**src/rtl/mux_vector_sequencer.sv**
```systemverilog
// mux_vector_sequencer
//   Synchronous stimulus/response checker for a 2:1 mux. Sweeps all eight
//   (a,b,s) combinations, waits SETTLE_CYCLES after driving each one, samples
//   the mux output and accumulates a pass/fail summary suitable for LEDs.
//
// Parameters
//   SETTLE_CYCLES    cycles between driving a vector and sampling x_i (1..15, 0 acts as 1)
//   SEL_B_WHEN_HIGH  golden function: 1 -> x = s ? b : a, 0 -> x = s ? a : b
//
// Ports
//   clk        rising-edge clock
//   rst_n      synchronous active-low reset
//   start      launches a sweep when high in IDLE/DONE; ignored while busy
//   x_i        mux output under test
//   a_o/b_o/s_o registered mux inputs A, B and select S
//   busy       high from the first DRIVE through the last SAMPLE
//   done       high in DONE, held until the next start or reset
//   pass       valid with done: 1 iff err_count == 0
//   err_count  number of mismatching vectors (0..8)
//   fail_vec   bit k set iff vector k mismatched
//   vec_idx    index of the vector currently or last driven
//
// Optional build macro
//   MUXSEQ_STOP_ON_FAIL_EN  stop the sweep at the first mismatch
module mux_vector_sequencer #(
    parameter int unsigned SETTLE_CYCLES   = 1,
    parameter bit          SEL_B_WHEN_HIGH = 1'b1
) (
    input  logic       clk,
    input  logic       rst_n,
    input  logic       start,
    input  logic       x_i,
    output logic       a_o,
    output logic       b_o,
    output logic       s_o,
    output logic       busy,
    output logic       done,
    output logic       pass,
    output logic [3:0] err_count,
    output logic [7:0] fail_vec,
    output logic [2:0] vec_idx
);

    localparam int unsigned SETTLE_EFF  = (SETTLE_CYCLES == 0) ? 1 :
                                          (SETTLE_CYCLES > 15) ? 15 : SETTLE_CYCLES;
    localparam logic [3:0]  SETTLE_LOAD = 4'(SETTLE_EFF);

    typedef enum logic [2:0] {
        IDLE,
        DRIVE,
        SETTLE,
        SAMPLE,
        DONE
    } state_e;

    state_e     state_q;
    logic [3:0] settle_q;
    logic       a_q, b_q, s_q;
    logic       busy_q, done_q, pass_q;
    logic [3:0] err_q;
    logic [7:0] fail_q;
    logic [2:0] idx_q;

    logic expected;
    logic mismatch;
    logic last_sample;

    // Golden mux evaluated on the registered vector currently applied.
    always_comb begin
        if (SEL_B_WHEN_HIGH) expected = s_q ? b_q : a_q;
        else                 expected = s_q ? a_q : b_q;
        mismatch = (x_i != expected);
`ifdef MUXSEQ_STOP_ON_FAIL_EN
        last_sample = mismatch || (idx_q == 3'd7);
`else
        last_sample = (idx_q == 3'd7);
`endif
    end

    always_ff @(posedge clk) begin
        if (!rst_n) begin
            state_q  <= IDLE;
            settle_q <= '0;
            a_q      <= 1'b0;
            b_q      <= 1'b0;
            s_q      <= 1'b0;
            busy_q   <= 1'b0;
            done_q   <= 1'b0;
            pass_q   <= 1'b0;
            err_q    <= '0;
            fail_q   <= '0;
            idx_q    <= '0;
        end else begin
            case (state_q)
                IDLE, DONE: begin
                    // done/pass become visible one cycle after entering DONE.
                    if (state_q == DONE) begin
                        done_q <= 1'b1;
                        pass_q <= (err_q == '0);
                    end
                    if (start) begin
                        err_q   <= '0;
                        fail_q  <= '0;
                        done_q  <= 1'b0;
                        pass_q  <= 1'b0;
                        idx_q   <= '0;
                        busy_q  <= 1'b1;
                        state_q <= DRIVE;
                    end
                end
                DRIVE: begin
                    s_q      <= idx_q[2];
                    a_q      <= idx_q[1];
                    b_q      <= idx_q[0];
                    settle_q <= SETTLE_LOAD;
                    state_q  <= SETTLE;
                end
                SETTLE: begin
                    if (settle_q <= 4'd1) begin
                        settle_q <= '0;
                        state_q  <= SAMPLE;
                    end else begin
                        settle_q <= settle_q - 4'd1;
                    end
                end
                SAMPLE: begin
                    if (mismatch) begin
                        err_q         <= err_q + 4'd1;
                        fail_q[idx_q] <= 1'b1;
                    end
                    if (last_sample) begin
                        busy_q  <= 1'b0;
                        state_q <= DONE;
                    end else begin
                        idx_q   <= idx_q + 3'd1;
                        state_q <= DRIVE;
                    end
                end
                default: state_q <= IDLE;
            endcase
        end
    end

    assign a_o       = a_q;
    assign b_o       = b_q;
    assign s_o       = s_q;
    assign busy      = busy_q;
    assign done      = done_q;
    assign pass      = pass_q;
    assign err_count = err_q;
    assign fail_vec  = fail_q;
    assign vec_idx   = idx_q;

endmodule
```
**config.mk**
```make
export PLATFORM = sky130hd
export DESIGN_NAME = mux_vector_sequencer
export DESIGN_NICKNAME = d
export VERILOG_FILES = /design/src/rtl/mux_vector_sequencer.sv
export SDC_FILE = /design/constraint.sdc
export NUM_CORES = 1
export LEC_CHECK = 0
export CAP_MARGIN = 10
export CORE_MARGIN = 2
export CORE_UTILIZATION = 54
export DETAILED_ROUTE_END_ITERATION = 16
export PLACE_DENSITY = 0.81
export RECOVER_POWER = 50
export SKIP_CTS_REPAIR_TIMING = 1
export SLEW_MARGIN = 15
export SYNTH_ARGS = -nofsm -noshare
export SYNTH_HDL_FRONTEND = slang
export SYNTH_SLANG_ARGS = --single-unit
```
**constraint.sdc**
```tcl
create_clock -name clk -period 2.5 [get_ports clk]
set_input_delay 0.25 -clock clk [delete_from_list [all_inputs] [get_ports clk]]
set_output_delay 0.25 -clock clk [all_outputs]
set_load 0.005 [all_outputs]
```
== Yosys cells after proc, flatten, opt, wreduce, memory -nomap -nowiden ==
Cells that the tools add are included.
Word-level totals
  output and inout port bits: 21
  register bits: 28
  word-level logic and storage cells: 66
Cells by class
  add/sub/neg operators: 3
  reductions and logical operators: 12
  order comparisons: 3
  multiplexer cells: 25
  eq/ne operators: 11
  bitwise operators: 1
Operator list (count)
  two-way mux 8 bit: 2
  one-hot mux 4 bit (2 select lines): 2
  one-hot mux 8 bit (2 select lines): 1
  two-way mux 3 bit: 5
  two-way mux 4 bit: 3
  one-hot mux 3 bit (4 select lines): 1
  != test 2 bit (second input constant): 5
  AND reduction 3 bit: 3
  two-way mux 1 bit: 8
  bitwise OR 8 bit: 1
  == test 3 x 2 -> 1 bit (second input constant): 2
  == test 3 bit (second input constant): 2
  one-hot mux 3 bit (2 select lines): 1
  nonzero test 2 bit: 3
  adder 4 x 1 -> 4 bit (second input constant): 1
  less-or-equal comparator 4 x 1 -> 1 bit (second input constant): 1
  zero test 4 bit: 1
  < comparator 3 x 4 -> 1 bit (second input constant): 1
  AND reduction 2 bit: 2
  subtractor 4 x 1 -> 4 bit (second input constant): 1
  adder 3 x 1 -> 3 bit (second input constant): 1
  demux 1 bit (select 3 bit): 1
  == test 3 x 1 -> 1 bit (second input constant): 1
  >= comparator 3 x 1 -> 1 bit (second input constant): 1
  5 further kinds: 5

== Longest topological paths before layout ==
Gate-level depths: netlist of run 1.
  word-level depth: 7
  gate-level depth with buffers: 6
  depth with buffers taken out: 6

== Worst setup path before layout of run 1 ==
OpenSTA, ideal clock, no wires.
  path kind: reg2reg
  from: reg idx_q[0] (netlist: vec_idx[0])
  to: reg idx_q[1] (netlist: vec_idx[1])
  stages on the path, launching flop included: 7
  path buffers: 0
  clock period less this slack: 1.453 ns
  slack: 1.047 ns
  arrival time: 1.325 ns
  path through: dfxtp_1 > ha_1 > ha_1 > nand4b_1 > a21bo_1 > a22oi_1 > nor2_1
On the way
  word-level cells in the longest chain between the ends: 3
Ends and longest elaborated chain
  start: declaration: RTL line 62  | logic [2:0] idx_q;
  start signal: assignment: RTL line 135  | idx_q <= idx_q + 3'd1;
  adder 3 x 1 -> 3 bit / == test 3 bit (equally long branches): RTL line 135, 76
  two-way mux 3 bit / != test 2 bit (equally long branches)
  one-hot mux 3 bit (2 select lines) / AND reduction 3 bit (equally long branches)
Several ways; a longest one is shown, not always the timed one. The select of a mux whose other input is x is not followed.
A chain may end at the register's enable or synchronous reset.

== Final worst setup path of run 1 ==
  from: reg idx_q[0] (netlist: vec_idx[0])
  to: out vec_idx[0]
RTL lines
  end: declaration: RTL line 41  | output logic [2:0] vec_idx
No word-level cell between the ends.

==> flow_summary.ini, run 1 <==
[synthesis]
synthTopCellsByArea = dfxtp_1 (43%), ha_1 (5.8%), nor2_1 (4.9%)
synth_ff_type = dfxtp_1
yosys.area.top_type = dfxtp_1
synthCells = 138
ys_ff_latch = 28
synth_edf_count = 0
synth.yosys.seq_area_share_pct = 43.1
syn-cell-area_mm2 = 0.00130
avgSynthCellArea_um2 = 9.42
synth_top_area_share_pct = 43.1
synth_cell_types = 41
yosysWarnings = 0
async_reset_ff_share_pct = 0
syn-num-nets = 148

[global_route]
grt.total_usage_pct = 24.0
grt_util_met3_pct = 3.39
antenna_found_initial = 0
grt_overflow = 0
busiest_layer = met2
grt_pass1_wl_mm = 4.89
use_met1_pct = 29.2
grt_max_degree = 16
grt_pass1_vias = 1086
grt_use_met2_pct = 41.7

[flow_run]
cap_violations = 0

[clock_network]
clkTransAtPathRegs_ps = 150
clock_latency_ps = 330
cts_made_buffers = 3
clockBufferDepth = 2
cts_tree = built
cts_sinks = 28
cts-htree-levels = 1
cts_root_buf = clkbuf_4

[placement]
dpl.hpwl_mm = 2.16
globalplace.congestion = 0.894
io_buffers = 24
dpl_cell_area_mm2 = 0.00156

[sta]
timing.fmax_mhz = 592
finalHoldViolCount = 0
post-route-period-util_pct = 67.6
max_slew.worst_pin.slew_ps = 485
period_minus_slack_ps = 1690
rsz0062_at_grt = no
slew_headroom_pct = 67.6
setup_viol = 0
finalMaxSlewViolations = 0
tns_ps = 0
clock_skew_ps = 3.61

[die]
coreArea_mm2 = 0.00225
start_util_pct = 57.7
die_w_um = 53.1
die-area_mm2 = 0.00282
fp-row-count = 17
io_pins = 25
die_h_um = 53.1

[power_and_ir_drop]
leakage_uw = 0.000634
power_density_mw_per_mm2 = 523
ir_worst_vdd_uv = 382

[finish]
final_common_cell = dfxtp_1
diodes = 0
design_area_mm2 = 0.00159
regArea_um2 = 561
drive_gt1_share_pct = 6.17
multi_input_area_um2 = 681
syn2layout_area_growth_pct = 22.6
nNetsFinal = 173
mostFrequentLayoutCells = dfxtp_1 (28), nor2_1 (17), dlygate4sd3_1 (16)
fillers = 185

[route]
viasPerCell = 6.08
drt-wirelength-per-cell_um = 15.2
ant_nets = 0
first_iter_violations = 29
route.detailed.drc = 0
num_vias = 1155
dr.pass1.iters = 4
wl_mm = 2.90

[worst_setup_path]
path_buf_inv = 1
crit_chain = clkdlybuf4s50_1
critPathSlowestCell = clkdlybuf4s50_1
path_class = reg -> out
crit_path_end_kind = output pin
crit_arrival_ps = 1440
worst_path_largest_cell_delay_ps = 580
cp-start-kind = flip-flop
critical_path_required_ps = 2250
path_max_fanout = 9
crit_family = buffers and inverters

[run_status]
outcome = complete, no violations

[worst_hold_path]
hp-class = reg -> reg
[cell usage after synthesis, types with 3 or more instances]
library cell and count:
a21oi_1 6, a22o_1 4, a22oi_1 3, a32o_1 4, buf_2 5, dfxtp_1 28, ha_1 6, inv_1 7
mux2i_1 5, nand2_1 7, nand3_1 6, nor2_1 17, nor3_1 3, o2111ai_1 3
[flip-flops by register name, summed over array words and instances, names as in the netlist]
signal / count
a_o: 1
b_o: 1
busy: 1
done: 1
err_count: 4
fail_vec: 8
pass: 1
s_o: 1
settle_q: 4
state_q: 3
vec_idx: 3
[final cells by class]
type,count,area share [%]
inverter,8,1.88
timing repair buffer,26,15.8
clock buffer,4,2.28
tap,28,2.20
sequential,28,35.2
multi-input combinational,96,42.7
[cells by family after synthesis]
group	after synthesis	share of synthesized area [%]
simple gates	50	20.8
xor+xnor	3	2.60
buf+inv	14	4.52
fa+ha+maj	6	5.77
compound gates	32	19.3
flops	28	43.1
mux	5	3.85
[final timing paths]
kind	start	endpoint	slack (ps)	cells past startpoint
setup / recovery	vec_idx[0]	vec_idx[0]	810	1
hold / removal	busy	busy	460	2
setup reg to reg	vec_idx[0]	vec_idx[2]	820	6
hold reg to reg	busy	busy	460	2
[where the power goes]
part	switching, µW	total [µW]	internal, µW	leakage [µW]
Sequential	26.6	486	460	0.000226
Clock	134	223	89.2	0.0000210
Combinational	71.5	124	52.5	0.000387
Total	232	833	601	0.000634
[metrics by stage]
stage | std cells | utilization (%) | hold slack (ps) | total power, µW | worst slack [ps]
6_report | 190 | 70.7 | 464 | 833 | 811
5_1_grt | 190 | 70.7 | 493 | 873 | 708
4_1_cts | 190 | 70.9 | 467 | 836 | 817
3_5_place_dp | 186 | 69.3 | 448 | 621 | 580
3_3_place_gp | 186 | 69.3 | 447 | 614 | 609
2_1_floorplan | 138 | - | 453 | 583 | 1050
[layer usage]
layer | up-vias | share of wire (%)
li1 | 560 | -
met1 | 549 | 45
met2 | 42 | 49
met3 | 4 | 5.3
met4 | 0 | 1.1
met5 | - | 0
Note: power is estimated with default switching activity, not from simulation.
==> run 2, diff against run 1 <==
--- a/config.mk
+++ b/config.mk
@@ -6,10 +6,11 @@
 export NUM_CORES = 1
 export LEC_CHECK = 0
 export CAP_MARGIN = 10
+export CORE_ASPECT_RATIO = 0.5
 export CORE_MARGIN = 2
-export CORE_UTILIZATION = 54
+export CORE_UTILIZATION = 50
 export DETAILED_ROUTE_END_ITERATION = 16
-export PLACE_DENSITY = 0.81
+export PLACE_DENSITY = 0.75
 export RECOVER_POWER = 50
 export SKIP_CTS_REPAIR_TIMING = 1
 export SLEW_MARGIN = 15
==> constraint.sdc (replaced) <==
create_clock -name clk -period 1.56 [get_ports clk]
set_input_delay 0.156 -clock clk [delete_from_list [all_inputs] [get_ports clk]]
set_output_delay 0.156 -clock clk [all_outputs]
set_load 0.005 [all_outputs]
==> flow_summary.ini, run 2 (synthesis gave the netlist of run 1 again) <==
[placement]
io_buffers = 24
dpl.hpwl_mm = 2.10
dpl_cell_area_mm2 = 0.00166
globalplace.congestion = 0.832
place_ws_ps = -20.6

[worst_setup_path]
rrSetupSlack_ps = 100
critical_path_required_ps = 1400
path_class = reg -> out
r2r_end = err_count[3]
cp-start-kind = flip-flop
critPathSlowestCell = clkdlybuf4s50_1
path_max_fanout = 8
crit_path_end_kind = output pin
path_buf_inv = 1
r2r-start = s_o
crit_family = buffers and inverters
reg2reg_depth = 4
crit_chain = clkdlybuf4s50_1
crit_arrival_ps = 1330
worst_path_largest_cell_delay_ps = 560

[sta]
post-route-period-util_pct = 95.0
period_minus_slack_ps = 1480
slew_headroom_pct = 73.1
rsz0062_at_grt = no
setup_viol = 0
worst_slack_ps = 78.4
max_slew.worst_pin.slew_ps = 404
finalHoldViolCount = 0
finalMaxSlewViolations = 0
clock_skew_ps = 2.24
timing.fmax_mhz = 675

[route]
wl_mm = 2.85
first_iter_violations = 62
dr.pass1.iters = 4
drt-wirelength-per-cell_um = 13.7
num_vias = 1145
route.detailed.drc = 0
ant_nets = 0
viasPerCell = 5.50

[clock_network]
clkTransAtPathRegs_ps = 90
cts_made_buffers = 3
cts_sinks = 28
clockBufferDepth = 2
cts_tree = built
cts_root_buf = clkbuf_8
clock_latency_ps = 270
cts-htree-levels = 1

[power_and_ir_drop]
leakage_uw = 0.000704
finalPower_uw = 1400
ir_worst_vdd_uv = 646
power_density_mw_per_mm2 = 812

[finish]
drive_gt1_share_pct = 16.2
largest_reg_flops = 8
mostFrequentLayoutCells = dfxtp_1 (26), nor2_1 (16), dlygate4sd3_1 (16)
regArea_um2 = 563
fillers = 194
diodes = 0
syn2layout_area_growth_pct = 33.0
multi_input_area_um2 = 706
final_common_cell = dfxtp_1
design_area_mm2 = 0.00173
nNetsFinal = 185

[run_status]
outcome = complete, no violations

[global_route]
grt_max_degree = 15
antenna_found_initial = 0
grt_overflow = 0
grt.total_usage_pct = 20.5
grt_pass1_wl_mm = 4.64
grt_pass1_vias = 999

[die]
die-area_mm2 = 0.00305
coreArea_mm2 = 0.00234
die_w_um = 76.1
fp-row-count = 12
io_pins = 25
die_h_um = 40.1
start_util_pct = 55.5

[worst_hold_path]
worstHoldStart = busy
hold_path_end = busy
hp-class = reg -> reg
hold_path_depth = 2

[flow_run]
cap_violations = 0
## run 2: cell types whose count changed in the layout (fill, tap and decap cells not counted), moves of 2 or more
cell	before	now
buf_4	1	14
clkbuf_4	3	0
clkbuf_8	1	3
dfxtp_1	28	26
dfxtp_2	0	2
## run 2: worst max path at each step
stage	depth (start not counted)	from	endpoint	slack [ps]
2_1_floorplan	6	vec_idx[0]	vec_idx[2]	110
3_3_place_gp	5	start	vec_idx[2]	3
3_5_place_dp	5	start	vec_idx[2]	-20
4_1_cts	4	s_o	fail_vec[2]	30
5_1_grt	6	settle_q[0]	state_q[0]	2
6_report	1	vec_idx[2]	vec_idx[2]	80
## run 2: stage by stage
step                std cells  util (%)  hold WS (ps)  TNS [ps]
global route              208      73.8           489         0
global placement          205      70.9           443         0
floorplan                 138         -           379         0
finish                    208      73.8           458         0
detailed placement        205      70.9           453     -22.8
CTS                       208      72.6           466         0
## run 2: metal layers
layer  share of wire (%)  wire [µm]  vias to the layer above  track usage (%)
met4                0.67         19                        0             5.91
met5                   0          0                        -                0
li1                    -          -                      584                -
met2                  43       1230                       18             34.6
met1                  51       1460                      539             26.4
met3                 5.0        143                        4             6.53
## run 2: area by class of cell
type	count	area share, %
multi-input combinational	96	40.8
sequential	28	32.6
timing repair buffer	38	20.0
tap	35	2.53
clock buffer	3	2.39
inverter	8	1.74
## run 2: power breakdown
part	total, µW	switching (µW)	internal, µW
clock	388	215	173
sequential	763	26.5	737
combinational	252	138	114
total	1400	380	1020
